<file path="config.mk">
export PLATFORM = sky130hd
export DESIGN_NAME = pin_uart_rx
export DESIGN_NICKNAME = d
export VERILOG_FILES = /design/src/rtl/pin_uart_pkg.sv /design/src/rtl/pin_uart_fifo.sv /design/src/rtl/pin_uart_rx.sv
export SDC_FILE = /design/constraint.sdc
export NUM_CORES = 1
export LEC_CHECK = 0
export BUFFER_PORTS_ARGS = -buffer_cell sky130_fd_sc_hd__buf_4
export CORE_ASPECT_RATIO = 0.7
export CORE_MARGIN = 1.5
export CORE_UTILIZATION = 32
export CTS_BUF_LIST = sky130_fd_sc_hd__clkbuf_8
export DETAILED_ROUTE_END_ITERATION = 10
export SLEW_MARGIN = 10
export SYNTH_ARGS = -nofsm -noshare
export SYNTH_HDL_FRONTEND = slang
export SYNTH_SLANG_ARGS = --single-unit
</file>
<file path="constraint.sdc">
create_clock -name clk_cog -period 2.7 [get_ports clk_cog]
set_clock_uncertainty 0.1 [all_clocks]
set_input_delay 0.54 -clock clk_cog [delete_from_list [all_inputs] [get_ports clk_cog]]
set_output_delay 0.54 -clock clk_cog [all_outputs]
set_load 0.02 [all_outputs]
</file>
<file path="src/rtl/pin_uart_pkg.sv">
// Shared types and helpers for the pin-tap serial receiver (and a later transmitter).
package pin_uart_pkg;

  typedef enum logic [2:0] {
    IDLE,
    START,
    DATA,
    STOP,
    BREAK
  } rx_state_t;

  localparam int unsigned DEF_OVERSAMPLE = 16;
  localparam int unsigned MID            = DEF_OVERSAMPLE / 2;

  // Nearest-integer clock divider per sample tick, never below 1.
  function automatic int unsigned calc_div(input int unsigned clk_hz,
                                           input int unsigned baud,
                                           input int unsigned oversample);
    int unsigned rate;
    int unsigned d;
    rate = baud * oversample;
    d    = (clk_hz + rate / 2) / rate;
    return (d == 0) ? 1 : d;
  endfunction

endpackage

</file>
<file path="src/rtl/pin_uart_fifo.sv">
// Small synchronous FIFO; head is the oldest entry, no write-to-read bypass.
module pin_uart_fifo
  import pin_uart_pkg::*;
#(
  parameter int unsigned WIDTH = 8,
  parameter int unsigned DEPTH = 4
) (
  input  logic             clk_cog,
  input  logic             res,
  input  logic             push,
  input  logic [WIDTH-1:0] wdata,
  input  logic             pop,
  output logic [WIDTH-1:0] head,
  output logic             full,
  output logic             empty
);

  localparam int unsigned AW = $clog2(DEPTH);

  logic [WIDTH-1:0] mem [DEPTH];
  logic [AW:0]      wr_ptr;
  logic [AW:0]      rd_ptr;
  logic             do_push;
  logic             do_pop;

  assign empty   = (wr_ptr == rd_ptr);
  assign full    = (wr_ptr[AW] != rd_ptr[AW]) && (wr_ptr[AW-1:0] == rd_ptr[AW-1:0]);
  assign do_pop  = pop && !empty;
  // When full, the slot being written is the head that is leaving this cycle.
  assign do_push = push && (!full || do_pop);
  assign head    = mem[rd_ptr[AW-1:0]];

  always_ff @(posedge clk_cog) begin
    if (res) begin
      wr_ptr <= '0;
      rd_ptr <= '0;
    end else begin
      if (do_push) begin
        mem[wr_ptr[AW-1:0]] <= wdata;
        wr_ptr              <= wr_ptr + 1'b1;
      end
      if (do_pop) begin
        rd_ptr <= rd_ptr + 1'b1;
      end
    end
  end

endmodule

</file>
<file path="src/rtl/pin_uart_rx.sv">
// 8N1 receiver tapping a Propeller pin: oversampled majority-vote bit recovery into a FIFO.
module pin_uart_rx
  import pin_uart_pkg::*;
#(
  parameter int unsigned CLK_HZ     = 80_000_000,
  parameter int unsigned BAUD       = 115_200,
  parameter int unsigned OVERSAMPLE = 16,
  parameter int unsigned FIFO_DEPTH = 4
) (
  input  logic       clk_cog,
  input  logic       res,
  input  logic       rx,
  input  logic       rx_en,
  output logic [7:0] data,
  output logic       valid,
  input  logic       ready,
  output logic       busy,
  output logic       frame_err,
  output logic       overrun,
  input  logic       clr_err
);

  localparam int unsigned DIV   = calc_div(CLK_HZ, BAUD, OVERSAMPLE);
  localparam int unsigned DW    = $clog2(DIV + 1);
  localparam int unsigned OW    = $clog2(OVERSAMPLE);
  localparam int unsigned S_MID = OVERSAMPLE / 2;

  rx_state_t state, state_nx;

  logic [1:0]    sync;
  logic          line;
  logic [DW-1:0] div_cnt;
  logic [OW-1:0] os_cnt;
  logic [2:0]    bit_cnt;
  logic          s0, s1;
  logic          maj;
  logic          tick, bit_end, decide;
  logic [7:0]    shreg;
  logic          push_req, ferr_set, ovr_set;
  logic          fifo_full, fifo_empty, pop;
  logic [7:0]    fifo_head;

  assign line    = sync[1] | ~rx_en;
  assign tick    = (div_cnt == DW'(DIV - 1));
  assign bit_end = tick && (os_cnt == OW'(OVERSAMPLE - 1));
  assign decide  = tick && (os_cnt == OW'(S_MID + 1));
  assign maj     = (s0 & s1) | (s0 & line) | (s1 & line);

  always_ff @(posedge clk_cog) begin
    if (res) begin
      sync  <= '1;
      state <= IDLE;
    end else begin
      sync  <= {sync[0], rx};
      state <= state_nx;
    end
  end

  always_comb begin
    state_nx = state;
    push_req = 1'b0;
    ferr_set = 1'b0;
    unique case (state)
      IDLE:  if (!line) state_nx = START;
      START: begin
        if (decide && maj) state_nx = IDLE;
        else if (bit_end)  state_nx = DATA;
      end
      DATA:  if (bit_end && bit_cnt == 3'd7) state_nx = STOP;
      STOP: begin
        if (decide) begin
          if (maj) begin
            push_req = 1'b1;
            state_nx = IDLE;
          end else begin
            ferr_set = 1'b1;
            state_nx = BREAK;
          end
        end
      end
      BREAK: if (line) state_nx = IDLE;
      default: state_nx = IDLE;
    endcase
    if (!rx_en) begin
      state_nx = IDLE;
      push_req = 1'b0;
      ferr_set = 1'b0;
    end
  end

  // Holding the counters at zero in IDLE aligns the tick phase to the start edge.
  always_ff @(posedge clk_cog) begin
    if (res || state == IDLE) begin
      div_cnt <= '0;
      os_cnt  <= '0;
      bit_cnt <= '0;
    end else begin
      div_cnt <= tick ? '0 : div_cnt + 1'b1;
      if (tick) os_cnt <= bit_end ? '0 : os_cnt + 1'b1;
      if (bit_end && state == DATA) bit_cnt <= bit_cnt + 1'b1;
    end
  end

  always_ff @(posedge clk_cog) begin
    if (res) begin
      s0    <= 1'b1;
      s1    <= 1'b1;
      shreg <= '0;
    end else begin
      if (tick && os_cnt == OW'(S_MID - 1)) s0 <= line;
      if (tick && os_cnt == OW'(S_MID))     s1 <= line;
      if (decide && state == DATA)          shreg <= {maj, shreg[7:1]};
    end
  end

  assign pop     = valid & ready;
  assign ovr_set = push_req & fifo_full & ~pop;

  always_ff @(posedge clk_cog) begin
    if (res) begin
      frame_err <= 1'b0;
      overrun   <= 1'b0;
    end else begin
      frame_err <= ferr_set | (frame_err & ~clr_err);
      overrun   <= ovr_set  | (overrun   & ~clr_err);
    end
  end

  pin_uart_fifo #(
    .WIDTH (8),
    .DEPTH (FIFO_DEPTH)
  ) u_fifo (
    .clk_cog (clk_cog),
    .res     (res),
    .push    (push_req),
    .wdata   (shreg),
    .pop     (pop),
    .head    (fifo_head),
    .full    (fifo_full),
    .empty   (fifo_empty)
  );

  assign valid = ~fifo_empty;
  assign data  = fifo_empty ? '0 : fifo_head;
  assign busy  = (state != IDLE);

endmodule

</file>
-- Word-level counts from Yosys, hierarchy flattened
Memories as Yosys holds them, arrays and structs flattened. A register that Yosys moved wholly into a read port is not among the register bits.
Index checks and enable logic that the tools add are counted.
- input bits: 6
- logic and storage cells: 96
- output and inout bits: 12
- register bits: 36
- bits in writable memories: 32
- memories: 1
- memory list (memory ; words ; width ; read ports ; clocked after Yosys merged registers in ; write ports ; line ; RTL):
    u_fifo.mem ; 4 ; 8 ; 1 ; 1 ; 1 ; pin_uart_fifo.sv:20 ; logic [WIDTH-1:0] mem [DEPTH];
- bitwise logic cells: 17
- equal/unequal tests: 18
- reductions and logical operators: 20
- multiplexer cells: 23
- add/sub/neg operators: 5
- operators by type and width (cell ; number):
    $mux 3 ; 7
    $pmux 3 s5 ; 1
    $eq 4x4->1 const B ; 3
    $logic_and 1x1->1 ; 11
    $mux 1 ; 11
    $add 3x1->3 const B ; 3
    $and 1x1->1 ; 8
    $mux 8 ; 1
    $ne 2x2->1 const B ; 4
    $add 6x1->6 const B ; 1
    $eq 3x2->1 const B ; 2
    $eq 3x3->1 const B ; 2
    $eq 6x6->1 const B ; 1
    $or 1x1->1 ; 5
    $reduce_and 5->1 ; 1
    $add 4x1->4 const B ; 1
    $eq 4x3->1 const B ; 1
    $mux 2 ; 2
    $mux 4 ; 1
    $not 1->1 ; 4
    $reduce_or 2->1 ; 2
    $eq 3x1->1 const B ; 1
    $eq 3x3->1 ; 1
    $logic_not 3->1 ; 1
    other kinds (6) ; 8

-- Depth between registers and ports, before layout
Gate-level depths: netlist (run 1).
- depth after elaboration: 13
- gate-level depth with buffers: 7
- depth with buffers taken out: 7

-- Cells and area by module
From an unflattened synthesis (run 1), not the netlist that was laid out.
- cells, all modules: 268
- area, all modules: 3233.1 um^2
- modules (own cells, without submodules) (module ; cells each ; sequential area each (um^2) ; area an instance (um^2) ; instances):
    pin_uart_fifo ; 102 ; 1121.1 ; 1712.9 ; 1
    pin_uart_rx ; 166 ; 600.6 ; 1520.2 ; 1

-- Worst setup path after synthesis (run 1)
Ideal clock, no wire load.
- path type: input to register
- from: in rx_en
- to: mem u_fifo.mem[3][0] (enable)
- data required time: 2.217 ns
- buffers on the path: 0
- cell stages on the path: 4
- library setup time: 0.383 ns
- arrival: 1.722 ns
- path slack: 0.494 ns
- path through: nand2b_1 > maj3_2 > nand4_4 > nor3_1
- word-level cells in the longest chain between the ends: 13
- elaborated cells between the ends (all ways): 14
- classes of those cells: mux: 7; bitwise: 6; reduce/logical: 1
- ends and longest elaborated chain (element ; line ; RTL):
    from (decl) ; pin_uart_rx.sv:13 ; input logic rx_en,
    $not 1->1 (no line) ; n/a ;
    $or 1x1->1 ; pin_uart_rx.sv:43 ; assign line = sync[1] | ~rx_en;
    $and 1x1->1 ; pin_uart_rx.sv:47 ; assign maj = (s0 & s1) | (s0 & line) | (s1 & line);
    $or 1x1->1 (2 in series) ; pin_uart_rx.sv:47 ;
    $mux 1 ; pin_uart_rx.sv:72 ; if (maj) begin
    $mux 1 ; pin_uart_rx.sv:71 ; if (decide) begin
    $mux 1 ; pin_uart_rx.sv:63 ; unique case (state)
    $mux 1 * ; pin_uart_rx.sv:84 ; if (!rx_en) begin
    $logic_and 1x1->1 * ; pin_uart_fifo.sv:30 ; assign do_push = push && (!full || do_pop);
    $mux 1 * ; pin_uart_fifo.sv:38 ; if (do_push) begin
    $mux 1 * ; pin_uart_fifo.sv:34 ; if (res) begin
    $mux 1 (not written as such) * ; pin_uart_fifo.sv:39 ; mem[wr_ptr[AW-1:0]] <= wdata;
    to (decl) ; pin_uart_fifo.sv:20 ;
Mark *: on every way between the ends. The rest lies on a longest branch, timed or not.

-- Final worst setup path (run 1)
- from: reg u_fifo.wr_ptr[1]
- to: out data[1]
- word-level cells in the longest chain between the ends: 2
- ends and longest elaborated chain (element ; line ; RTL):
    from (decl) ; pin_uart_fifo.sv:21 ; logic [AW:0] wr_ptr;
    from (signal assigned) ; pin_uart_fifo.sv:40 ; wr_ptr <= wr_ptr + 1'b1;
    $eq 3x3->1 ; pin_uart_fifo.sv:26 ; assign empty = (wr_ptr == rd_ptr);
    $mux 8 ; pin_uart_rx.sv:144 ; assign data = fifo_empty ? '0 : fifo_head;
    to (decl) ; pin_uart_rx.sv:14 ; output logic [7:0] data,
No other way between the ends.

==> impl_metrics.yaml, run 1 <==
clock_network:
  postCtsHoldBufs: 0
  ctsLongestPathBuffers: 2
  cts_resized: 0
  cts-buffers-inserted: 9
  clock_latency_ps: 350
  cts_max_level: 3
  root_buffer: "clkbuf_8"
  cts_tree: "yes"
  cts_sinks: 70
  clkSlewWorstSetupHoldPaths_ps: 80
  post-cts-setup-buffers: 0
critical_path:
  crit-reg2reg-launch: "os_cnt[0]"
  rr_worst_depth: 6
  r2r_setup_slack_ps: 440
  cp-start-kind: "flip-flop"
  critPathRequiredTime_ps: 2060
  worst_setup_path_end_kind: "output port"
  cp_max_fo: 11
  critical_path_class: "flip-flop to output port"
  worst_ep_arrival_time_ps: 1800
  rr_endpoint: "u_fifo.mem[0][5]"
synth:
  syn-cell-area_um2: 3050
  synthDistinctLibCells: 44
  ys_async_sr_fraction_pct: 0
  syn_inst: 246
  ys.flop_type: "dfxtp_1"
  synth-edff-count: 32
  syn_avg_cell_area_um2: 12.4
  synth_seq_area_share_pct: 56.5
  synth_top_area_share_pct: 31.5
  synth_seq_cells: 70
  syn_nets: 264
  synth_warnings: 0
  ys_top_cells_by_area: "edfxtp_1, dfxtp_1, mux4_2"
  yosys.area.top_type: "edfxtp_1"
timing:
  layout_min_cycle_time_ps: 2440
  max_slew_margin_pct: 66.5
  fin_crit_sh_pct: 90.5
  holdWs_ps: 268
  final_max_slew_viol_count: 0
  fin_tns_setup_ps: 0
  setup_viol: 0
  worst_slack_ps: 256
  fmax_mhz: 409
  final-hold-violation-count: 0
  worst_slew_pin_slew_ps: 502
  rsz0062_at_grt: "no"
die:
  die_area_um2: 10100
  io_pins: 18
  start_util_pct: 33.3
  fp.dieW_um: 120
  die_h_um: 84.6
  num_rows: 29
  core_um2: 9140
cells_and_area:
  fin_util_pct: 38.2
  finalInstanceArea_um2: 3500
  stdcell_count: 397
  final_common_cell: "dfxtp_1"
  drive_gt1_share_pct: 19.8
  layout_common_cells: "dfxtp_1, edfxtp_1, nor2_1"
  final_net_count: 286
  syn_to_final_growth_pct: 14.7
  n_antenna_cell: 0
power_and_ir_drop:
  leakagePower_nw: 1.31
  vdd_drop_max_v: 0.000257
  power.density_nw_per_um2: 550
  p_sw_share_pct: 24.0
  switchingPower_uw: 461
  internal_power_mw: 1.46
  clock_power_share_pct: 41.5
  power_frac_comb_pct: 1.3
  power.total_mw: 1.92
  pwr-share-seq_pct: 57.2
global_route:
  antenna_found_initial: 0
  gr-total-overflow: 0
  grt_pass1_vias: 1761
  grt_use_total_pct: 11.8
  grt_pass1_wl_mm: 9.07
  grt_max_degree: 27
route:
  wl_per_cell_um: 13.6
  drt-initial-drc-count: 92
  finalWirelength_mm: 5.41
  vias_per_cell: 4.59
  route.detailed.drc: 0
  ant_nets: 0
  vias: 1824
  first_pass_iters: 4
placement:
  preCtsSetupSlack_ps: 333
  io_buffers: 17
  placed_cell_area_um2: 3310
  gp_congestion: 0.726
  dp_cells: 381
  dp_hpwl_mm: 3.79
worst_hold_path:
  whs_path_depth: 2
  hp-class: "primary input to flip-flop"
  min_from: "rx"
  whs_endpoint: "sync[0]"
run:
  cap_violations: 0
status:
  status: "finished, final reports clean"
## worst max-delay path, stage by stage, from the launching register on
cell      delay [ps]
dfxtp_1          420
xnor2_1          170
nand3b_1         400
and2_1           310
buf_4            160
## cell usage after synthesis (3+ instances only)
master    instances
a21oi_1           6
and2_1           12
and3_1            3
clkbuf_1          6
dfxtp_1          38
edfxtp_1         32
ha_1             12
inv_1             9
mux2i_1          15
mux4_2            8
nand2_1           8
nand2b_1          8
nand3_1           5
nand3b_1          3
nand4b_1          3
nor2_1           31
or3_1             4
xnor2_1           6
xor2_1            6
## layer usage
metal	track usage (%)	part of all wire, %	vias to the layer above
met5	0	0	-
met4	5.30	1.9	0
met3	3.87	3.5	9
met2	16.0	40	30
met1	16.8	54	864
li1	-	-	921
## cell families (layout without fill, tap and decap cells)
kind of cell	after synthesis	after routing	synth area share, %
multiplexers	23	23	10.8
adder cells (fa/ha/maj)	13	13	5.30
AO/OA/AOI/OAI	17	17	3.94
AND/OR/NAND/NOR	93	93	17.4
buffers and inverters	18	45	2.55
flip-flops	70	70	56.5
XOR/XNOR	12	12	3.45
## sequential cells by signal (all words and copies together) (netlist names), named ones only
name           flops
bit_cnt            3
div_cnt            6
frame_err          1
os_cnt             4
overrun            1
s0                 1
s1                 1
shreg              8
state              3
sync               2
u_fifo.mem        32
u_fifo.rd_ptr      3
u_fifo.wr_ptr      3
## how the worst max path moves through the flow
stage / from / endpoint / slack, ps / depth (start not counted)
floorplan: rx_en / u_fifo.mem[3][0] / 490 / 4
global placement: rx_en / u_fifo.mem[0][3] / 390 / 6
detailed placement: rx_en / u_fifo.mem[0][3] / 330 / 6
CTS: u_fifo.wr_ptr[1] / data[1] / 220 / 4
global route: u_fifo.wr_ptr[1] / data[7] / 130 / 4
finish: u_fifo.wr_ptr[1] / data[1] / 260 / 4
## power groups by stage
stage / Sequential, mW / Clock, mW / Combinational [mW]
detailed placement: 1.12 / 0 / 0.0252
finish: 1.10 / 0.799 / 0.0248
CTS: 1.10 / 0.820 / 0.0251
floorplan: 1.12 / 0 / 0.0154
global route: 1.10 / 0.874 / 0.0270
global placement: 1.12 / 0 / 0.0252
## cell type report
cell class / count / area [um2]
Multi-Input combinational cell: 158 / 1250
Clock inverter: 7 / 63.8
Timing Repair Buffer: 20 / 150
Sequential cell: 70 / 1720
Clock buffer: 9 / 124
Inverter: 9 / 33.8
Fill cell: 898 / 5650
Tap cell: 124 / 155
No activity file was read; power rests on OpenSTA's default activity.
==> run 2: changes to the inputs <==
==> constraint.sdc (replaced) <==
create_clock -name clk_cog -period 2.7 [get_ports clk_cog]
set_clock_uncertainty 0.1 [all_clocks]
set_input_delay 0.135 -clock clk_cog [delete_from_list [all_inputs] [get_ports clk_cog]]
set_output_delay 0.135 -clock clk_cog [all_outputs]
set_load 0.02 [all_outputs]
==> impl_metrics.yaml, run 2 (same netlist as run 1, synthesis figures left out) <==
worst_hold_path:
  min_from: "rx_en"
  hp-class: "primary input to flip-flop"
die:
  fp.dieW_um: 120
  die_h_um: 84.6
  core_um2: 9140
  io_pins: 18
  start_util_pct: 33.3
  num_rows: 29
  die_area_um2: 10100
timing:
  worst_slew_pin_slew_ps: 617
  final_max_slew_viol_count: 0
  rsz0062_at_grt: "no"
  final-hold-violation-count: 0
  fin_tns_setup_ps: 0
  fin_crit_sh_pct: 82.6
  layout_min_cycle_time_ps: 2230
  setup_viol: 0
  holdWs_ps: 19.3
  fmax_mhz: 448
  max_slew_margin_pct: 58.8
critical_path:
  cp-start-kind: "flip-flop"
  worst_setup_path_end_kind: "output port"
  crit_buf_inv: 1
  critPathRequiredTime_ps: 2470
  cp_slowest_cell: "dfxtp_1"
  crit-reg2reg-launch: "os_cnt[1]"
  path_cells: "mux4_2, and2_1, buf_4"
  max_stage_delay_ps: 720
  worst_ep_arrival_time_ps: 2000
  cp_max_fo: 8
  critical_path_class: "flip-flop to output port"
  path_delay_family: "flip-flops"
status:
  status: "finished, final reports clean"
cells_and_area:
  fin_util_pct: 38.3
  stdcell_count: 397
  n_antenna_cell: 0
  final_net_count: 286
  layout_common_cells: "dfxtp_1, edfxtp_1, nor2_1"
  drive_gt1_share_pct: 19.0
  final_common_cell: "dfxtp_1"
  largest_register_ffs: 32
  syn_to_final_growth_pct: 14.9
clock_network:
  post-cts-setup-buffers: 0
  cts_resized: 0
  cts-buffers-inserted: 9
  ctsLongestPathBuffers: 2
  cts_tree: "yes"
  clkSlewWorstSetupHoldPaths_ps: 80
  cts_sinks: 70
  clock_latency_ps: 360
  root_buffer: "clkbuf_8"
  cts_max_level: 3
global_route:
  grt_pass1_wl_mm: 9.07
  antenna_found_initial: 0
  gr-total-overflow: 0
  grt_use_total_pct: 11.8
  grt_pass1_vias: 1767
  grt_max_degree: 27
power_and_ir_drop:
  vdd_drop_max_v: 0.000282
  power.density_nw_per_um2: 549
  leakagePower_nw: 1.30
route:
  drt-initial-drc-count: 68
  vias: 1839
  finalWirelength_mm: 5.46
  vias_per_cell: 4.63
  first_pass_iters: 4
  route.detailed.drc: 0
  wl_per_cell_um: 13.7
  ant_nets: 0
placement:
  gp_congestion: 0.798
  dp_hpwl_mm: 3.90
  dp_cells: 379
  io_buffers: 17
run:
  cap_violations: 0
==> run 2: cell count changes in the layout (fill, tap and decap cells not counted), sizes merged <==
cell | previous run | this run
buf | 20 | 18
clkinv | 1 | 0
clkinvlp | 2 | 3
dlygate4sd3 | 0 | 2
==> run 2: repair_timing <==
item                                    CTS  global route
endpoints found under the setup margin    0             0
hold buffers                              2             0
hold endpoints to repair                  2             0
==> run 2: worst min-delay path, cell delays in order <==
cell and delay, ps:
buf_4 100, nand2b_1 90, nor2_1 120
==> run 2: metrics by stage <==
| stage | setup WS, ps | power [mW] | area [um2] |
|---|---|---|---|
| 2_1_floorplan | 548 | 1.14 | 3050 |
| 3_3_place_gp | 554 | 1.15 | 3290 |
| 3_5_place_dp | 471 | 1.15 | 3290 |
| 4_1_cts | 432 | 1.94 | 3500 |
| 5_1_grt | 318 | 1.99 | 3500 |
| 6_report | 469 | 1.92 | 3500 |
==> run 2: worst paths after layout <==
| kind | to | slack [ps] | cells past startpoint |
|---|---|---|---|
| worst max-delay path | data[7] | 470 | 3 |
| worst min-delay path | state[1] | 20 | 3 |
| worst max register to register | u_fifo.mem[1][1] | 490 | 7 |
| worst min register to register | sync[1] | 320 | 1 |
==> run 2: where the power goes <==
group	leakage (nW)	internal, mW	switching, mW
sequential	0.612	1.10	0.00120
clock	0.0863	0.351	0.444
combinational	0.603	0.0126	0.0142
total	1.30	1.46	0.459
==> run 2: final cells by class <==
class	instances	area (um2)
timing repair buffer	20	155
fill	895	5640
inverter	9	33.8
sequential	70	1720
clock inverter	7	62.6
clock buffer	9	124
multi-input combinational	158	1250
tap	124	155
==> run 2: routing by layer <==
layer,GRT usage [%],part of all wire [%],vias to the layer above
li1,-,-,920
met1,17.1,54,872
met2,16.0,41,39
met3,4.82,4.7,8
met4,3.25,0.82,0
met5,0,0,-
==> run 3: changes to the inputs <==
ABC_AREA = 1   (was not set)
clock period = 2.2 ns   (was 2.7 ns; I/O delays follow)
==> impl_metrics.yaml, run 3 <==
status:
  status: "finished, final reports clean"
power_and_ir_drop:
  power.density_nw_per_um2: 688
  leakagePower_nw: 1.48
  vdd_drop_max_v: 0.000431
synth:
  synthAdderAreaFrac_pct: 4.83
  synth_top_area_share_pct: 30.9
  synth_compound_area_share_pct: 9.53
  syn_nets: 357
  synthDistinctLibCells: 33
  synth-xor-area-share_pct: 1.69
  synth_seq_cells: 70
  synth_top_family_by_area: "simple AND/OR/NAND/NOR gates"
  synth_seq_area_share_pct: 55.3
  ys_async_sr_fraction_pct: 0
  yosys.area.top_type: "edfxtp_1"
  synth_most_common_cell: "nand2_1"
  ys_top_cells_by_count: "nand2_1, nor2_1, inv_1"
  synth-edff-count: 32
  synth.area.mux_share_pct: 0
  syn_avg_cell_area_um2: 9.18
  synth_warnings: 0
  syn_inst: 339
  syn-cell-area_um2: 3110
  ys_top_cells_by_area: "edfxtp_1, dfxtp_1, nand2_1"
  synth-simple-area-share_pct: 22.2
  ys.flop_type: "dfxtp_1"
critical_path:
  cp-startpoint: "div_cnt[0]"
  path_common_cell: "nand3_1"
  cp-start-kind: "flip-flop"
  cp.depth: 9
  r2r_setup_slack_ps: 210
  path_delay_family: "simple AND/OR/NAND/NOR gates"
  cp-endpoint: "overrun"
  rr_worst_depth: 9
  path_cells: "inv_1, ha_1, nand3_2, nor2_8, nand3_1, nor2_2, nand3_1, a21oi_1, dlygate4sd3_1"
  worst_setup_path_end_kind: "flip-flop"
  critPathRequiredTime_ps: 2390
  cp_max_fo: 8
  cp_slowest_cell: "dlygate4sd3_1"
  rr_endpoint: "overrun"
  worst_ep_arrival_time_ps: 2180
  max_stage_delay_ps: 550
  critical_path_class: "flip-flop to flip-flop"
  crit_buf_inv: 2
  crit-reg2reg-launch: "div_cnt[0]"
placement:
  placed_cell_area_um2: 3410
  io_buffers: 17
  dp_hpwl_mm: 4.15
  gp_congestion: 0.797
clock_network:
  root_buffer: "clkbuf_8"
  cts_sinks: 70
  cts_max_level: 3
  clkSlewWorstSetupHoldPaths_ps: 80
  clock_latency_ps: 340
  cts-buffers-inserted: 9
  cts_tree: "yes"
  ctsLongestPathBuffers: 2
timing:
  worst_slew_pin_slew_ps: 497
  final-hold-violation-count: 0
  final_max_slew_viol_count: 0
  rsz0062_at_grt: "no"
  fmax_mhz: 503
  fin_tns_setup_ps: 0
  layout_min_cycle_time_ps: 1990
  fin_crit_sh_pct: 90.4
  setup_viol: 0
  max_slew_margin_pct: 66.8
route:
  wl_per_cell_um: 11.6
  drt-initial-drc-count: 145
  vias_per_cell: 4.51
  route.detailed.drc: 0
  vias: 2270
  finalWirelength_mm: 5.84
  first_pass_iters: 4
  ant_nets: 0
global_route:
  grt_use_total_pct: 12.5
  antenna_found_initial: 0
  grt_max_degree: 18
  grt_pass1_wl_mm: 9.93
  gr-total-overflow: 0
  grt_pass1_vias: 2075
die:
  die_h_um: 85.5
  core_um2: 9250
  start_util_pct: 33.6
  num_rows: 29
  io_pins: 18
  die_area_um2: 10300
  fp.dieW_um: 121
worst_hold_path:
  hp-class: "flip-flop to flip-flop"
run:
  cap_violations: 0
cells_and_area:
  final_common_cell: "nand2_1"
  nFillCells: 918
  syn_to_final_growth_pct: 17.7
  n_antenna_cell: 0
  layout_common_cells: "nand2_1, nor2_1, inv_1"
  largest_register_ffs: 32
  drive_gt1_share_pct: 15.8
  finalInstanceArea_um2: 3660
  final_net_count: 392
run 3: cells by family after synthesis:
logic type	after synthesis
buffers and inverters	52
adders and majority gates	12
AOI/OAI and AO/OA	51
DFF	70
and+or+nand+nor	148
xor gates and xnor gates	6
run 3: per-layer routing:
metal / vias to the layer above / GRT usage (%) / share of wire [%] / wire [um]
met5: - / 0 / 0 / 0
met4: 0 / 4.60 / 1.1 / 64
met2: 38 / 17.1 / 39 / 2290
met3: 7 / 4.23 / 4.0 / 233
met1: 1027 / 18.2 / 56 / 3250
li1: 1198 / - / - / -
run 3: through the flow:
step                      power, mW  hold WS, ps  instances  worst slack (ps)  utilization (%)
after global placement         1.63          198        479               214             36.8
after global routing           2.63          333        503              2.68             39.6
after detailed placement       1.63          198        479               198             36.8
final                          2.52          320        503               211             39.6
after CTS                      2.54          323        501               140             39.4
after floorplan                1.55          114        339               148                -
run 3: power by group:
group	switching [mW]	internal, mW
logic	0.140	0.0926
clock network	0.500	0.410
registers	0.0166	1.36
run 3: timing repair:
action / 4_1_cts / 5_1_grt
setup buffers: 0 / 2
endpoints found under the setup margin: 0 / 25
endpoints found under the hold margin: 16 / 0
gates resized for setup: 0 / 1
hold buffers: 6 / 0
run 3: how the worst min path moves through the flow:
stage | startpoint | end | slack [ps] | depth (start not counted)
after global placement | rx | sync[0] | 200 | 2
after CTS | sync[0] | sync[1] | 320 | 1
after global routing | sync[0] | sync[1] | 330 | 1
after detailed placement | rx | sync[0] | 200 | 2
after floorplan | rx | sync[0] | 110 | 1
final | sync[0] | sync[1] | 320 | 1
run 3: cell type report:
class | instances | area [um2] | share of cell area (%)
Sequential cell | 70 | 1720 | 47.0
Multi-Input combinational cell | 217 | 1190 | 32.6
Timing Repair Buffer | 31 | 248 | 6.77
Inverter | 45 | 169 | 4.62
Tap cell | 124 | 155 | 4.24
Clock buffer | 9 | 124 | 3.38
Clock inverter | 7 | 50.0 | 1.37
